`config.mk`:
```
export PLATFORM = sky130hd
export DESIGN_NAME = hbm_cmd_unpacker_flat
export DESIGN_NICKNAME = d
export VERILOG_FILES = /design/src/rtl/hbm_cmd_unpacker_if.sv /design/src/rtl/hbm_cmd_unpacker.sv /design/src/flat_wrapper.sv
export SDC_FILE = /design/constraint.sdc
export NUM_CORES = 2
export LEC_CHECK = 0
export ABC_CLOCK_PERIOD_IN_PS = 23100
export CAP_MARGIN = 25
export CORE_AREA = 3 3 589 591
export CTS_CLUSTER_SIZE = 14
export DETAILED_ROUTE_END_ITERATION = 16
export DIE_AREA = 0 0 592 594
export GPL_TIMING_DRIVEN = 0
export PLACE_DENSITY_LB_ADDON = 0.3
export SYNTH_ARGS = -nofsm -noshare
export SYNTH_HDL_FRONTEND = slang
export SYNTH_SLANG_ARGS = --single-unit
```
`constraint.sdc`:
```
create_clock -name clk -period 23.1 [get_ports clk]
set_clock_uncertainty 0.05 [all_clocks]
set_input_delay 4.62 -clock clk [delete_from_list [all_inputs] [get_ports clk]]
set_output_delay 4.62 -clock clk [all_outputs]
set_load 0.02 [all_outputs]
```
`src/rtl/hbm_cmd_unpacker_if.sv`:
```
// Command FIFO read side and two-slot beat output of the HBM command unpacker.
// slave is the unpacker's view; master is the FIFO/adapter side driving it.
interface hbm_cmd_unpacker_if #(
  parameter int HBM_CH_WIDTH   = 3,
  parameter int PC_WIDTH       = 1,
  parameter int BA_ADDR_WIDTH  = 4,
  parameter int COL_ADDR_WIDTH = 6,
  parameter int ROW_ADDR_WIDTH = 14,
  parameter int CMD_TYPE_WIDTH = 4
);
  logic [127:0]                  fifo_data;
  logic [1023:0]                 fifo_wrdata;
  logic                          fifo_empty;
  logic                          fifo_rd_en;
  logic                          out_valid;
  logic                          out_ready;
  logic [2*CMD_TYPE_WIDTH-1:0]   out_cmd_type;
  logic [2*ROW_ADDR_WIDTH-1:0]   out_row;
  logic [2*COL_ADDR_WIDTH-1:0]   out_col;
  logic [2*BA_ADDR_WIDTH-1:0]    out_ba;
  logic [2*PC_WIDTH-1:0]         out_pc;
  logic [HBM_CH_WIDTH-1:0]       out_ch;
  logic [255:0]                  out_wdata;
  logic [31:0]                   beat_cnt;

  modport slave (
    input  fifo_data, fifo_wrdata, fifo_empty, out_ready,
    output fifo_rd_en, out_valid, out_cmd_type, out_row, out_col, out_ba,
           out_pc, out_ch, out_wdata, beat_cnt
  );

  modport master (
    output fifo_data, fifo_wrdata, fifo_empty, out_ready,
    input  fifo_rd_en, out_valid, out_cmd_type, out_row, out_col, out_ba,
           out_pc, out_ch, out_wdata, beat_cnt
  );
endinterface

```
`src/rtl/hbm_cmd_unpacker.sv`:
```
// Splits each 4-slot FIFO entry into two 2-slot beats; pop-to-valid is 1 cycle, plus
// CH_SWITCH_GAP idle cycles on a channel change. Outputs hold while out_ready is low.
module hbm_cmd_unpacker #(
  parameter int HBM_CH_WIDTH   = 3,
  parameter int PC_WIDTH       = 1,
  parameter int BA_ADDR_WIDTH  = 4,
  parameter int COL_ADDR_WIDTH = 6,
  parameter int ROW_ADDR_WIDTH = 14,
  parameter int CMD_TYPE_WIDTH = 4,
  parameter int CH_SWITCH_GAP  = 4
) (
  input logic clk,
  input logic rst,
  hbm_cmd_unpacker_if.slave bus
);
  localparam int CMD_LO = 0;
  localparam int ROW_LO = CMD_LO + 2*CMD_TYPE_WIDTH;
  localparam int COL_LO = ROW_LO + 2*ROW_ADDR_WIDTH;
  localparam int BA_LO  = COL_LO + 2*COL_ADDR_WIDTH;
  localparam int PC_LO  = BA_LO + 2*BA_ADDR_WIDTH;
  localparam int CH_LO  = PC_LO + 2*PC_WIDTH;
  localparam int GW     = (CH_SWITCH_GAP > 1) ? $clog2(CH_SWITCH_GAP) : 1;
  localparam logic [GW-1:0] GAP_INIT = GW'((CH_SWITCH_GAP > 0) ? CH_SWITCH_GAP - 1 : 0);

  typedef enum logic [1:0] {IDLE, GAP, BEAT0, BEAT1} state_t;

  state_t                  state;
  logic [GW-1:0]           gap_cnt;
  logic [HBM_CH_WIDTH-1:0] cur_ch;
  logic [CH_LO-1:0]        hold_lo;  // lower half minus its ignored channel fields
  logic [255:0]            hold_wd;  // second beat's write data

  logic                    accept;
  logic                    pop;
  logic                    load;
  logic [HBM_CH_WIDTH-1:0] pop_ch;
  logic [CH_LO-1:0]        ld_half;
  logic [255:0]            ld_wd;

  assign accept = bus.out_valid & bus.out_ready;
  assign pop    = !rst && !bus.fifo_empty &&
                  (state == IDLE || (state == BEAT1 && accept));
  assign load   = pop || (state == BEAT0 && accept);
  assign pop_ch = bus.fifo_data[64 + CH_LO +: HBM_CH_WIDTH];

  // A pop always stages the upper half; a BEAT0 accept stages the held lower half.
  assign ld_half = pop ? bus.fifo_data[64 +: CH_LO] : hold_lo;
  assign ld_wd   = pop ? bus.fifo_wrdata[255:0] : hold_wd;

  assign bus.fifo_rd_en = pop;

  logic unused_bits;
  assign unused_bits = ^{bus.fifo_wrdata[1023:512],
                         bus.fifo_data[127:64+CH_LO+HBM_CH_WIDTH],
                         bus.fifo_data[63:CH_LO]};

  always_ff @(posedge clk or posedge rst) begin
    if (rst) begin
      state            <= IDLE;
      gap_cnt          <= '0;
      cur_ch           <= '0;
      hold_lo          <= '0;
      hold_wd          <= '0;
      bus.out_valid    <= 1'b0;
      bus.out_cmd_type <= '1;
      bus.out_row      <= '0;
      bus.out_col      <= '0;
      bus.out_ba       <= '0;
      bus.out_pc       <= '0;
      bus.out_ch       <= '0;
      bus.out_wdata    <= '0;
      bus.beat_cnt     <= '0;
    end else begin
      if (accept) bus.beat_cnt <= bus.beat_cnt + 32'd1;

      if (pop) begin
        hold_lo    <= bus.fifo_data[CH_LO-1:0];
        hold_wd    <= bus.fifo_wrdata[511:256];
        bus.out_ch <= pop_ch;
        if (CH_SWITCH_GAP > 0 && pop_ch != cur_ch) begin
          state         <= GAP;
          gap_cnt       <= GAP_INIT;
          bus.out_valid <= 1'b0;
        end else begin
          state         <= BEAT0;
          bus.out_valid <= 1'b1;
        end
      end else begin
        case (state)
          GAP: begin
            if (gap_cnt == '0) begin
              state         <= BEAT0;
              bus.out_valid <= 1'b1;
            end else begin
              gap_cnt <= gap_cnt - GW'(1);
            end
          end
          BEAT0: begin
            if (accept) begin
              cur_ch <= bus.out_ch;
              state  <= BEAT1;
            end
          end
          BEAT1: begin
            if (accept) begin
              state         <= IDLE;
              bus.out_valid <= 1'b0;
            end
          end
          default: ;
        endcase
      end

      if (load) begin
        bus.out_cmd_type <= ld_half[CMD_LO +: 2*CMD_TYPE_WIDTH];
        bus.out_row      <= ld_half[ROW_LO +: 2*ROW_ADDR_WIDTH];
        bus.out_col      <= ld_half[COL_LO +: 2*COL_ADDR_WIDTH];
        bus.out_ba       <= ld_half[BA_LO  +: 2*BA_ADDR_WIDTH];
        bus.out_pc       <= ld_half[PC_LO  +: 2*PC_WIDTH];
        bus.out_wdata    <= ld_wd;
      end
    end
  end
endmodule

```
`src/flat_wrapper.sv`:
```
// flat-port wrapper written by rule: the top's interface ports become plain ports
module hbm_cmd_unpacker_flat 
#(
  parameter int HBM_CH_WIDTH   = 3,
  parameter int PC_WIDTH       = 1,
  parameter int BA_ADDR_WIDTH  = 4,
  parameter int COL_ADDR_WIDTH = 6,
  parameter int ROW_ADDR_WIDTH = 14,
  parameter int CMD_TYPE_WIDTH = 4,
  parameter int CH_SWITCH_GAP  = 4
)
  (clk, rst, bus_fifo_data, bus_fifo_wrdata, bus_fifo_empty, bus_out_ready, bus_fifo_rd_en, bus_out_valid, bus_out_cmd_type, bus_out_row, bus_out_col, bus_out_ba, bus_out_pc, bus_out_ch, bus_out_wdata, bus_beat_cnt);
  hbm_cmd_unpacker_if #(.HBM_CH_WIDTH(HBM_CH_WIDTH), .PC_WIDTH(PC_WIDTH), .BA_ADDR_WIDTH(BA_ADDR_WIDTH), .COL_ADDR_WIDTH(COL_ADDR_WIDTH), .ROW_ADDR_WIDTH(ROW_ADDR_WIDTH), .CMD_TYPE_WIDTH(CMD_TYPE_WIDTH)) bus_i ();
  input logic clk;
  input logic rst;
  input wire logic [$bits(bus_i.fifo_data)-1:0] bus_fifo_data;
  input wire logic [$bits(bus_i.fifo_wrdata)-1:0] bus_fifo_wrdata;
  input wire logic [$bits(bus_i.fifo_empty)-1:0] bus_fifo_empty;
  input wire logic [$bits(bus_i.out_ready)-1:0] bus_out_ready;
  output wire logic [$bits(bus_i.fifo_rd_en)-1:0] bus_fifo_rd_en;
  output wire logic [$bits(bus_i.out_valid)-1:0] bus_out_valid;
  output wire logic [$bits(bus_i.out_cmd_type)-1:0] bus_out_cmd_type;
  output wire logic [$bits(bus_i.out_row)-1:0] bus_out_row;
  output wire logic [$bits(bus_i.out_col)-1:0] bus_out_col;
  output wire logic [$bits(bus_i.out_ba)-1:0] bus_out_ba;
  output wire logic [$bits(bus_i.out_pc)-1:0] bus_out_pc;
  output wire logic [$bits(bus_i.out_ch)-1:0] bus_out_ch;
  output wire logic [$bits(bus_i.out_wdata)-1:0] bus_out_wdata;
  output wire logic [$bits(bus_i.beat_cnt)-1:0] bus_beat_cnt;
  assign bus_i.fifo_data = bus_fifo_data;
  assign bus_i.fifo_wrdata = bus_fifo_wrdata;
  assign bus_i.fifo_empty = bus_fifo_empty;
  assign bus_i.out_ready = bus_out_ready;
  assign bus_fifo_rd_en = bus_i.fifo_rd_en;
  assign bus_out_valid = bus_i.out_valid;
  assign bus_out_cmd_type = bus_i.out_cmd_type;
  assign bus_out_row = bus_i.out_row;
  assign bus_out_col = bus_i.out_col;
  assign bus_out_ba = bus_i.out_ba;
  assign bus_out_pc = bus_i.out_pc;
  assign bus_out_ch = bus_i.out_ch;
  assign bus_out_wdata = bus_i.out_wdata;
  assign bus_beat_cnt = bus_i.beat_cnt;
  hbm_cmd_unpacker #(.HBM_CH_WIDTH(HBM_CH_WIDTH), .PC_WIDTH(PC_WIDTH), .BA_ADDR_WIDTH(BA_ADDR_WIDTH), .COL_ADDR_WIDTH(COL_ADDR_WIDTH), .ROW_ADDR_WIDTH(ROW_ADDR_WIDTH), .CMD_TYPE_WIDTH(CMD_TYPE_WIDTH), .CH_SWITCH_GAP(CH_SWITCH_GAP)) u_core (.clk(clk), .rst(rst), .bus(bus_i));
endmodule
```
==> key figures <==
Status
  – Result of the run: completed

CTS
  – CTS buffer count: 92
  – Number of sinks on the clock net: about 670
  – TritonCTS clock tree: built
  – Post-cts resize count: 0
  – Clock Latency Late Sink: 800 ps
  – Hold_buf cts: 0
  – Clock Pin Slew Worst Setup and Hold Paths: 50 ps
  – Number of levels in the clock H-tree: 3
  – Number of buffers on the longest clock path: 4
  – Number of buffers inserted by post-CTS setup repair: 0
  – Master cell of the clock root buffer: sky130_fd_sc_hd__clkbuf_16

Routing
  – DR iter-0 viols: 1313
  – Count of vias placed by the detailed router: 27358
  – Number of iterations in the first detailed-routing pass: 5
  – Post-detailed-route via-to-cell ratio: between 3 and 4
  – DRC violation count after routing: 0
  – Remaining antenna violation count: 0
  – Routed wirelength normalized by instance count: 23.88 µm
  – Total wire length after detailed routing: 214400 µm

GRT
  – Overflow after GRT: 0
  – Maximum number of pins on one net before global-route repair: 44
  – Antenna violations before repair: 62
  – GR Util All Layers: 11.81%
  – Wire length of the first global-routing pass: 277800 µm
  – Number of global-route vias before repair: 29432

Synthesis
  – Count of synthesis-stage warnings from yosys: 0
  – Mean instance size in the synthesized netlist: 8.676 µm²
  – Post-synthesis register bit count: approximately 670
  – Proportion of register bits with asynchronous set or reset after synthesis: 100.0%
  – Top post-synthesis cells by area: sky130_fd_sc_hd__dfrtp_1, sky130_fd_sc_hd__nand2_1, sky130_fd_sc_hd__a31oi_1
  – Synthesized instance count: ~3200
  – Netlist area before placement: between 20000 and 30000 µm²
  – Post-synthesis cell type with the largest combined area: sky130_fd_sc_hd__dfrtp_1
  – Yosys top cell area share: 59.11%
  – Library cells used by synthesis: 38
  – Number of synthesized flops with an enable pin: 0
  – Sequential-to-total area share from yosys stat: 59.86%
  – Top FF cell, synth: sky130_fd_sc_hd__dfrtp_1
  – Post-synthesis net count: 4398

Final layout
  – Area growth, synth to finish: 67.86%
  – Cell area after layout: 47110 µm²
  – Multi-input gate area: 9981 µm²
  – Most frequent cells in the layout: sky130_fd_sc_hd__nand2_1, sky130_fd_sc_hd__clkdlybuf4s50_1, sky130_fd_sc_hd__dfrtp_1, sky130_fd_sc_hd__nor2_1, sky130_fd_sc_hd__a31oi_1
  – Most common cell after layout, fill and taps aside: sky130_fd_sc_hd__nand2_1
  – # fillers: approximately 40000
  – Final Net Count: 5499
  – Flip-flop and latch area: approximately 17000 µm²
  – Share of cells above drive strength 1: under 10%

Floorplanning
  – Starting density of the core: ~8.2%
  – DIE AREA: 351600 µm²
  – Die span in y: a little under 600 µm
  – Die Width: 592 µm
  – Number of primary I/O pins: 1507
  – Site row count: 215
  – Area of the core region: 342400 µm²

Power
  – Part of the power in registers: 33.5%
  – Switching portion of total power: a little over two fifths
  – Int Power: around 3500 µW
  – Total power draw: 6268 µW
  – Fraction of power consumed by the clock network: 23.2%
  – Standby leakage power: 0.01985 µW
  – Pwr dens: between 100 and 150 nW/µm²
  – Share of total power in combinational logic: 43.2%
  – Net switching power: roughly 2700 µW
  – VDD IR max: 0.05646 mV

STA
  – Post-layout minimum cycle time: 12150 ps
  – Max-slew violation count: 0
  – Final cycle utilization of the critical path: approximately 53%
  – Achievable clock frequency: around 82 MHz
  – Total Neg Setup Slack: 0 ps
  – Setup repair after global routing missed its margin: false
  – Final hold violation count: 0
  – Min setup slack post-route: about 11000 ps
  – Final setup violation count: 0
  – Worst hold margin: 423.9 ps
  – Slew at the pin closest to its max-slew limit: 1032 ps
  – Worst slew margin: 31.20%

Place
  – Placed instance area: 44080 µm²
  – Last weighted congestion value of the routability-driven placer: 0.8403
  – Count of port buffers added during placement: roughly 990
  – Pre-CTS setup slack: 10700 ps
  – HPWL after detailed placement: 182300 µm

Worst setup path
  – Required time at the endpoint of the critical path: 18430 ps
  – Critical path launch point type: primary input
  – Crit path kind: primary input to output pin
  – Termination of the worst setup path: bus_fifo_rd_en
  – Arr. time, crit path: 7480 ps
  – Register-to-register path setup slack: 19790 ps
  – Maximum net fanout on the critical path: 10
  – Setup crit start: bus_out_ready
  – RR Startpoint: u_core.state[0]
  – FF-to-FF End: u_core.bus.out_wdata[62]
  – Endpoint class of the critical path: output pin
  – Logic depth of the worst register-to-register path: 8

Job
  – Max-cap violations: 0

Min path
  – Worst hold-check path type: flip-flop to flip-flop
==> cells by family (layout without fill, tap and decap cells) <==
logic type,count (synthesis),in the layout,share of synthesized area [%]
other cells,0,20,0
xor+xnor,34,34,1.061
compound gates,325,325,7.262
buf+inv,220,1386,4.574
flops,671,671,59.86
mux,2,2,0.07579
fa+ha+maj,7,7,0.3121
simple gates,1976,1976,26.85
==> layer usage <==
metal | track usage, % | part of all wire [%] | vias to the layer above
met5 | 0 | 0.017 | -
met4 | 3.321 | 2.8 | 6
met3 | 7.443 | 14 | 224
met2 | 19.46 | 46 | 1102
met1 | 12.40 | 37 | 13394
li1 | - | - | 12632
==> layout make-up <==
class                      instances  share of cell area [%]
inverter                           7                 0.06374
clock buffer                     138                   5.899
timing repair buffer            1007                   21.88
buffer                           213                   2.674
clock inverter                    21                  0.4276
tap                             4557                   12.10
multi-input combinational       2344                   21.19
antenna                           20                  0.1062
sequential                       671                   35.66
==> worst min-delay path by stage <==
| stage | end | slack (ps) | startpoint | cells after the start |
|---|---|---|---|---|
| floorplan | u_core.hold_lo[43] | 390 | u_core.hold_lo[43] | 2 |
| global placement | u_core.hold_wd[72] | 410 | u_core.hold_wd[72] | 2 |
| detailed placement | u_core.hold_wd[10] | 410 | u_core.hold_wd[10] | 2 |
| CTS | u_core.hold_wd[244] | 430 | u_core.hold_wd[244] | 2 |
| global route | u_core.hold_lo[10] | 440 | u_core.hold_lo[10] | 2 |
| finish | u_core.hold_wd[231] | 420 | u_core.hold_wd[231] | 2 |
==> metrics by stage <==
step / util, % / instances
6_report: 13.76 / 8978
5_1_grt: 13.75 / 8967
4_1_cts: 13.74 / 8958
3_5_place_dp: 12.87 / 8799
3_3_place_gp: 12.74 / 8777
2_1_floorplan: - / 3235
==> sequential cells by signal (all words and copies together) (netlist names), 8 cells and up <==
name / count
u_core.bus.out_cmd_type: 8
u_core.hold_wd: 256
u_core.bus.out_wdata: 256
u_core.bus.beat_cnt: 32
u_core.hold_lo: 58
u_core.bus.out_ba: 8
u_core.bus.out_row: 28
u_core.bus.out_col: 12
==> cell usage after synthesis (2+ instances only) <==
master	count
sky130_fd_sc_hd__nand2_1	1604
sky130_fd_sc_hd__dfrtp_1	663
sky130_fd_sc_hd__nor2_1	323
sky130_fd_sc_hd__a31oi_1	315
sky130_fd_sc_hd__clkbuf_1	85
sky130_fd_sc_hd__buf_2	57
sky130_fd_sc_hd__buf_6	35
sky130_fd_sc_hd__buf_4	33
sky130_fd_sc_hd__xnor2_1	25
sky130_fd_sc_hd__nand3_1	15
sky130_fd_sc_hd__nand4_1	9
sky130_fd_sc_hd__xor2_1	9
sky130_fd_sc_hd__dfstp_2	8
sky130_fd_sc_hd__ha_1	7
sky130_fd_sc_hd__inv_1	6
sky130_fd_sc_hd__nor3_1	6
sky130_fd_sc_hd__and3_1	5
sky130_fd_sc_hd__and4_1	4
sky130_fd_sc_hd__a21oi_1	3
sky130_fd_sc_hd__buf_1	3
sky130_fd_sc_hd__and2_1	2
sky130_fd_sc_hd__o21ai_0	2
==> power by group through the flow <==
stage / Clock [µW] / Combinational [µW] / Sequential [µW]
global route: 1560 / 3040 / 2170
finish: 1460 / 2710 / 2100
floorplan: 0 / 841 / 2330
CTS: 1520 / 2840 / 2120
detailed placement: 0 / 2830 / 2120
global placement: 0 / 2820 / 2120
==> critical path, cell delays in order <==
cell and delay [ps]:
sky130_fd_sc_hd__clkdlybuf4s50_1 700, sky130_fd_sc_hd__a31oi_1 120, sky130_fd_sc_hd__or3_1 310, sky130_fd_sc_hd__buf_2 180
sky130_fd_sc_hd__inv_2 280, sky130_fd_sc_hd__buf_2 540, sky130_fd_sc_hd__clkdlybuf4s50_1 710
(Power assumes the default switching activity.)
